## src/rtl/mem_readout_sequencer.sv

```systemverilog
// Frame readout sequencer: drains every non-empty memory block once per frame in priority order.
// Optional round-robin priority rotation is enabled by defining MEM_READOUT_ROUND_ROBIN_EN.
//
// state | meaning
// IDLE  | waiting for start
// SCAN  | counts latched; one settle cycle, then grant first pending block or finish
// READ  | issuing read requests for the granted block
module mem_readout_sequencer #(
    parameter int NCH  = 12,
    parameter int AW   = 6,
    parameter int SELW = $clog2(NCH)
) (
    input  logic                    clk,
    input  logic                    rst_n,
    input  logic                    start,
    input  logic [NCH*(AW+1)-1:0]   nent,
    input  logic                    rd_ready,
    output logic                    rd_valid,
    output logic [AW-1:0]           rd_addr,
    output logic [SELW-1:0]         sel_enc,
    output logic [NCH-1:0]          sel,
    output logic                    last,
    output logic                    done,
    output logic                    none,
    output logic                    overrun
);

    localparam int CW = AW + 1;
    localparam logic [CW-1:0] CMAX = CW'(1) << AW;

    typedef enum logic [1:0] {IDLE, SCAN, READ} state_t;

    state_t          state_q, state_d;
    logic            scan_ph_q, scan_ph_d;
    logic [NCH-1:0]  pending_q, pending_d;
    logic [CW-1:0]   cnt_q [NCH];
    logic [CW-1:0]   cnt_d [NCH];
    logic            rd_valid_q, rd_valid_d;
    logic [AW-1:0]   rd_addr_q, rd_addr_d;
    logic [SELW-1:0] sel_enc_q, sel_enc_d;
    logic [NCH-1:0]  sel_q, sel_d;
    logic            last_q, last_d;
    logic            done_q, done_d;
    logic            none_q, none_d;
    logic            overrun_q, overrun_d;

    logic [CW-1:0]   lat_cnt [NCH];
    logic [NCH-1:0]  lat_pend;
    logic            load;
    logic            accept;
    logic            at_end;
    logic [AW-1:0]   addr_inc;
    logic [CW-1:0]   cur_cnt;
    logic [NCH-1:0]  others;
    logic [SELW-1:0] base;
    logic [SELW-1:0] g_scan;
    logic [SELW-1:0] g_next;

`ifdef MEM_READOUT_ROUND_ROBIN_EN
    logic [SELW-1:0] rr_q, rr_d;
    logic [SELW-1:0] base_q, base_d;
`endif

    // First set bit of mask, searching base, base+1, ... with wrap at NCH.
    function automatic logic [SELW-1:0] pick(input logic [NCH-1:0] mask, input logic [SELW-1:0] base_i);
        logic [SELW-1:0] g;
        logic [SELW-1:0] ix;
        int              idx;
        g = '0;
        for (int k = NCH - 1; k >= 0; k--) begin
            idx = int'(base_i) + k;
            if (idx >= NCH) idx = idx - NCH;
            ix = SELW'(idx);
            if (mask[ix]) g = ix;
        end
        return g;
    endfunction

    function automatic logic [NCH-1:0] onehot(input logic [SELW-1:0] g);
        return NCH'(1) << g;
    endfunction

    always_comb begin
        for (int i = 0; i < NCH; i++) begin
            lat_cnt[i]  = (nent[i*CW +: CW] > CMAX) ? CMAX : nent[i*CW +: CW];
            lat_pend[i] = (nent[i*CW +: CW] != '0);
        end
    end

`ifdef MEM_READOUT_ROUND_ROBIN_EN
    assign base = base_q;
`else
    assign base = '0;
`endif

    assign accept   = rd_valid_q & rd_ready;
    assign cur_cnt  = cnt_q[sel_enc_q];
    assign addr_inc = rd_addr_q + 1'b1;
    assign at_end   = ({1'b0, rd_addr_q} == cur_cnt - 1'b1);
    assign others   = pending_q & ~onehot(sel_enc_q);
    assign g_scan   = pick(pending_q, base);
    assign g_next   = pick(others, base);

    always_comb begin
        state_d    = state_q;
        scan_ph_d  = scan_ph_q;
        pending_d  = pending_q;
        cnt_d      = cnt_q;
        rd_valid_d = rd_valid_q;
        rd_addr_d  = rd_addr_q;
        sel_enc_d  = sel_enc_q;
        last_d     = last_q;
        done_d     = 1'b0;
        none_d     = 1'b0;
        overrun_d  = 1'b0;
        load       = 1'b0;
`ifdef MEM_READOUT_ROUND_ROBIN_EN
        rr_d       = rr_q;
        base_d     = base_q;
`endif

        case (state_q)
            IDLE: begin
                if (start) load = 1'b1;
            end
            SCAN: begin
                if (start) begin
                    overrun_d = 1'b1;
                    load      = 1'b1;
                end else if (!scan_ph_q) begin
                    scan_ph_d = 1'b1;
                end else if (pending_q == '0) begin
                    done_d  = 1'b1;
                    none_d  = 1'b1;
                    state_d = IDLE;
                end else begin
                    rd_valid_d = 1'b1;
                    rd_addr_d  = '0;
                    sel_enc_d  = g_scan;
                    last_d     = (cnt_q[g_scan] == CW'(1)) &&
                                 ((pending_q & ~onehot(g_scan)) == '0);
                    state_d    = READ;
                end
            end
            READ: begin
                // A start that lands on the final transfer completes the frame instead of aborting it.
                if (start && !(accept && at_end && (others == '0))) begin
                    overrun_d  = 1'b1;
                    rd_valid_d = 1'b0;
                    last_d     = 1'b0;
                    load       = 1'b1;
                end else if (accept) begin
                    if (!at_end) begin
                        rd_addr_d = addr_inc;
                        last_d    = ({1'b0, addr_inc} == cur_cnt - 1'b1) && (others == '0);
                    end else begin
                        pending_d[sel_enc_q] = 1'b0;
                        if (others != '0) begin
                            rd_addr_d = '0;
                            sel_enc_d = g_next;
                            last_d    = (cnt_q[g_next] == CW'(1)) &&
                                        ((others & ~onehot(g_next)) == '0);
                        end else begin
                            rd_valid_d = 1'b0;
                            last_d     = 1'b0;
                            done_d     = 1'b1;
                            state_d    = IDLE;
                            if (start) load = 1'b1;
                        end
                    end
                end
            end
            default: state_d = IDLE;
        endcase

        if (load) begin
            cnt_d     = lat_cnt;
            pending_d = lat_pend;
            scan_ph_d = 1'b0;
            state_d   = SCAN;
`ifdef MEM_READOUT_ROUND_ROBIN_EN
            base_d    = rr_q;
            rr_d      = (rr_q == SELW'(NCH - 1)) ? '0 : rr_q + 1'b1;
`endif
        end

        sel_d = rd_valid_d ? onehot(sel_enc_d) : '0;
    end

    always_ff @(posedge clk or negedge rst_n) begin
        if (!rst_n) begin
            state_q    <= IDLE;
            scan_ph_q  <= 1'b0;
            pending_q  <= '0;
            for (int i = 0; i < NCH; i++) cnt_q[i] <= '0;
            rd_valid_q <= 1'b0;
            rd_addr_q  <= '0;
            sel_enc_q  <= '0;
            sel_q      <= '0;
            last_q     <= 1'b0;
            done_q     <= 1'b0;
            none_q     <= 1'b0;
            overrun_q  <= 1'b0;
`ifdef MEM_READOUT_ROUND_ROBIN_EN
            rr_q       <= '0;
            base_q     <= '0;
`endif
        end else begin
            state_q    <= state_d;
            scan_ph_q  <= scan_ph_d;
            pending_q  <= pending_d;
            cnt_q      <= cnt_d;
            rd_valid_q <= rd_valid_d;
            rd_addr_q  <= rd_addr_d;
            sel_enc_q  <= sel_enc_d;
            sel_q      <= sel_d;
            last_q     <= last_d;
            done_q     <= done_d;
            none_q     <= none_d;
            overrun_q  <= overrun_d;
`ifdef MEM_READOUT_ROUND_ROBIN_EN
            rr_q       <= rr_d;
            base_q     <= base_d;
`endif
        end
    end

    assign rd_valid = rd_valid_q;
    assign rd_addr  = rd_addr_q;
    assign sel_enc  = sel_enc_q;
    assign sel      = sel_q;
    assign last     = last_q;
    assign done     = done_q;
    assign none     = none_q;
    assign overrun  = overrun_q;

endmodule

```

## config.mk

```make
export PLATFORM = sky130hd
export DESIGN_NAME = mem_readout_sequencer
export DESIGN_NICKNAME = d
export VERILOG_FILES = /design/src/rtl/mem_readout_sequencer.sv
export SDC_FILE = /design/constraint.sdc
export NUM_CORES = 1
export LEC_CHECK = 0
export ABC_CLOCK_PERIOD_IN_PS = 3800
export CAP_MARGIN = 5
export CELL_PAD_IN_SITES_DETAIL_PLACEMENT = 2
export CELL_PAD_IN_SITES_GLOBAL_PLACEMENT = 2
export CORE_MARGIN = 3
export CORE_UTILIZATION = 34
export DETAILED_ROUTE_END_ITERATION = 16
export PLACE_DENSITY_LB_ADDON = 0.15
export RECOVER_POWER = 100
export SYNTH_ARGS = -nofsm -noshare
export SYNTH_HDL_FRONTEND = slang
export SYNTH_SLANG_ARGS = --single-unit
```

## constraint.sdc

```tcl
create_clock -name clk -period 3.8 [get_ports clk]
set_input_delay 1.14 -clock clk [delete_from_list [all_inputs] [get_ports clk]]
set_output_delay 1.14 -clock clk [all_outputs]
set_load 0.005 [all_outputs]
```

==> impl_metrics.csv <==
group,metric,value,unit
synthesis,async_flop_share,100,%
detailed_routing,route.detailed.drc,0,
detailed_routing,wl_per_cell,25.6,microns
setup_path,ff2ff_path_depth,15,
floorplanning,row_count,57,
setup_path,critPathCaptureType,"flip-flop",
setup_path,critPathKind,"reg -> reg",
global_route,antenna_found_initial,1,
synthesis,yosysWarnings,0,
synthesis,syn-mean-instance-area,8.53,sq um
sta,min_period,3.74,ns
setup_path,path_max_fanout,6,
sta,fmax,267,MHz
placement,place_ws,-0.175,ns
finish,fillCellCount,2715,
cts,cts_buffers,17,
synthesis,syn-num-nets,1098,
floorplanning,core_area,24500,sq um
placement,gp_congestion,0.934,
detailed_routing,num_vias,9102,
cts,hold_buffers,0,
sta,worst_pin_slew,1.45,ns
cts,cts_max_path_buffers,2,
min_path,holdPathStages,2,
finish,fin_nets,1272,
synthesis,syn_inst,1004,
cts,tritoncts,"yes",
setup_path,arrival,4.05,ns
finish,fin_cells,1515,
cts,cts_root_buffer,"clkbuf_16",
synthesis,yosys.area.top_type,"dfrtp_1",
power,power_density,676,nW/um^2
detailed_routing,first_pass_iters,5,
global_route,grt_max_degree,58,
detailed_routing,routed_via_density,6.01,
sta,min_period_over_period,98.5,%
setup_path,crit_chain,"buf_12 -> buf_6 -> mux4_2 -> a22o_4 -> nor4_4 -> buf_4 -> nand2_1 -> xnor2_1 -> buf_4 -> nand4_4 -> o31a_1 -> o22ai_4 -> inv_2 -> and2_4 -> nor3b_2",
placement,placement.io_buffers,114,
global_route,grtUsageTotal,28.7,%
run,maxCapViolCount,0,
cts,cts.sinks,126,
global_route,first_global_vias,9554,
outcome,status,"finished, final reports clean",
floorplanning,dieArea,27100,sq um
synthesis,ys_ff_latch,126,
sta,rsz0062_at_grt,"yes",
sta,report.final.slew_viol_count,0,
power,ir_worst_vdd,296,uV
finish,antennaDiodeCount,0,
finish,postLayoutCellArea,11400,sq um
sta,setup_slack,0.0581,ns
global_route,grt_pass1_wl,58.5,mm
placement,dp_hpwl,29.0,mm
power,leakage,4.86,nW
floorplanning,ios,115,
setup_path,slowest_delay,0.50,ns
sta,setup_viol,0,
floorplanning,die_w,165,microns
synthesis,yosysMostFrequentCell,"nand2_1",
finish,drive_above_1_share,17.9,%
synthesis,synth_top_area_share,36.8,%
cts,clk_latency,0.43,ns
sta,finalHoldViolCount,0,
floorplanning,die_y,165,microns
synthesis,synth.area.top_cells,"dfrtp_1, nand2_1, nand3b_1, mux4_2, mux2i_1",
synthesis,synth_edf_count,0,
synthesis,synth_cell_types,91,
detailed_routing,ant_nets,0,
min_path,hold_class,"reg -> reg",
synthesis,synth_commonest_cells,"nand2_1, dfrtp_1, nand3b_1",
synthesis,dominantRegCellSynth,"dfrtp_1",
detailed_routing,drt_iter0_drc,627,
sta,slew_headroom,3.21,%
placement,place_inst,1473,
setup_path,crit_path_top_delay_cell,"mux4_2",
finish,synthToLayoutAreaGrowth,32.8,%
cts,path_clk_slew,0.06,ns
setup_path,startpoint_type,"flip-flop",
synthesis,syn-cell-area,8560,sq um
cts,cts-htree-levels,4,
setup_path,cpMostUsedCell,"buf_4",
sta,skew,0.0141,ns
global_route,grt.overflow.total,0,
placement,place_area,10600,sq um
detailed_routing,wirelength,38.8,mm
floorplanning,start_util,34.9,%
synthesis,ys_seq_area_share,36.8,%
setup_path,required,4.11,ns
## worst max-delay path, delay by kind of cell, from the launching register on
family                 cells  cell delay (ns)
AO/OA/AOI/OAI              3             0.90
XOR/XNOR                   1             0.16
flip-flops                 1             0.39
multiplexers               1             0.50
AND/OR/NAND/NOR            5             1.02
buffers and inverters      5             0.65
## registers in the layout (all words and copies together) (netlist names)
register   count
cnt_q         84
pending_q     12
sel           12
rd_addr        6
sel_enc        4
state_q        2
done           1
last           1
none           1
overrun        1
rd_valid       1
scan_ph_q      1
## area by class of cell
class                      count  area (sq um)  share of cell area (%)
sequential                   126          3160                    27.8
clock buffer                  19           433                    3.81
tap                          324           405                    3.57
clock inverter                13           105                   0.925
multi-input combinational    791          5260                    46.2
inverter                      26          97.6                   0.858
timing repair buffer         216          1920                    16.9
## cells by family after synthesis
group,share of synthesized area (%)
adder cells (fa/ha/maj),0.877
flip-flops,36.8
AO/OA/AOI/OAI,18.4
XOR/XNOR,1.02
buffers and inverters,4.12
multiplexers,8.30
AND/OR/NAND/NOR,30.4
## what timing repair did
item                                    CTS  global route
pin swaps                                 6            12
endpoints found under the setup margin    9            33
resized for setup                        12            37
setup buffers                             5             5
## path summary, 6_finish.rpt
| check | slack [ns] | start | to |
|---|---|---|---|
| setup / recovery | 0.06 | sel_enc[0] | sel[11] |
| hold / removal | 0.49 | scan_ph_q | scan_ph_q |
| setup reg to reg | 0.06 | sel_enc[0] | sel[11] |
| hold reg to reg | 0.49 | scan_ph_q | scan_ph_q |
| max in group asynchronous | 0.60 | rst_n | sel_enc[3] |
| min in group asynchronous | 1.02 | rst_n | done |
## metal layers
layer / share of wire (%) / GRT usage [%] / up-vias / wire length, microns
li1: - / - / 4046 / -
met1: 42 / 35.5 / 4680 / 16100
met2: 50 / 49.8 / 287 / 19400
met3: 4.5 / 4.82 / 89 / 1770
met4: 4.1 / 11.2 / 0 / 1590
met5: 0 / 0 / - / 0
## power by group
part | internal (mW) | total, mW | switching, mW
sequential | 1.85 | 2.63 | 0.775
combinational | 1.43 | 3.52 | 2.09
clock | 0.845 | 1.54 | 0.695
total | 4.12 | 7.69 | 3.56
## layout by cell type (no fill, tap or decap), types with 9 or more instances in the layout
| cell | n |
|---|---|
| nand2_1 | 220 |
| dfrtp_1 | 124 |
| clkdlybuf4s50_1 | 89 |
| buf_4 | 84 |
| nand3b_1 | 75 |
| nor2_1 | 56 |
| a21oi_1 | 34 |
| o21ai_0 | 29 |
| mux2i_1 | 25 |
| inv_1 | 24 |
| nand3_1 | 24 |
| nor3_1 | 24 |
| dlygate4sd3_1 | 24 |
| a31oi_1 | 21 |
| o21ai_1 | 17 |
| clkbuf_16 | 17 |
| mux4_2 | 16 |
| nor4_1 | 15 |
| nand2b_1 | 10 |
| a22o_1 | 9 |
| o22ai_1 | 9 |
| or3_1 | 9 |
| clkbuf_1 | 9 |
## through the flow
stage                     utilization [%]  total power [mW]  TNS [ns]  hold WS, ns
after floorplan                         -              4.35         0        0.441
after global placement               43.1              5.74   -0.0206        0.454
after detailed placement             43.1              5.92    -0.281        0.487
after CTS                            45.8              7.60         0        0.501
after global routing                 46.3              8.17     -1.54        0.539
final                                46.3              7.69         0        0.489
No activity file was read; power rests on OpenSTA's default activity.
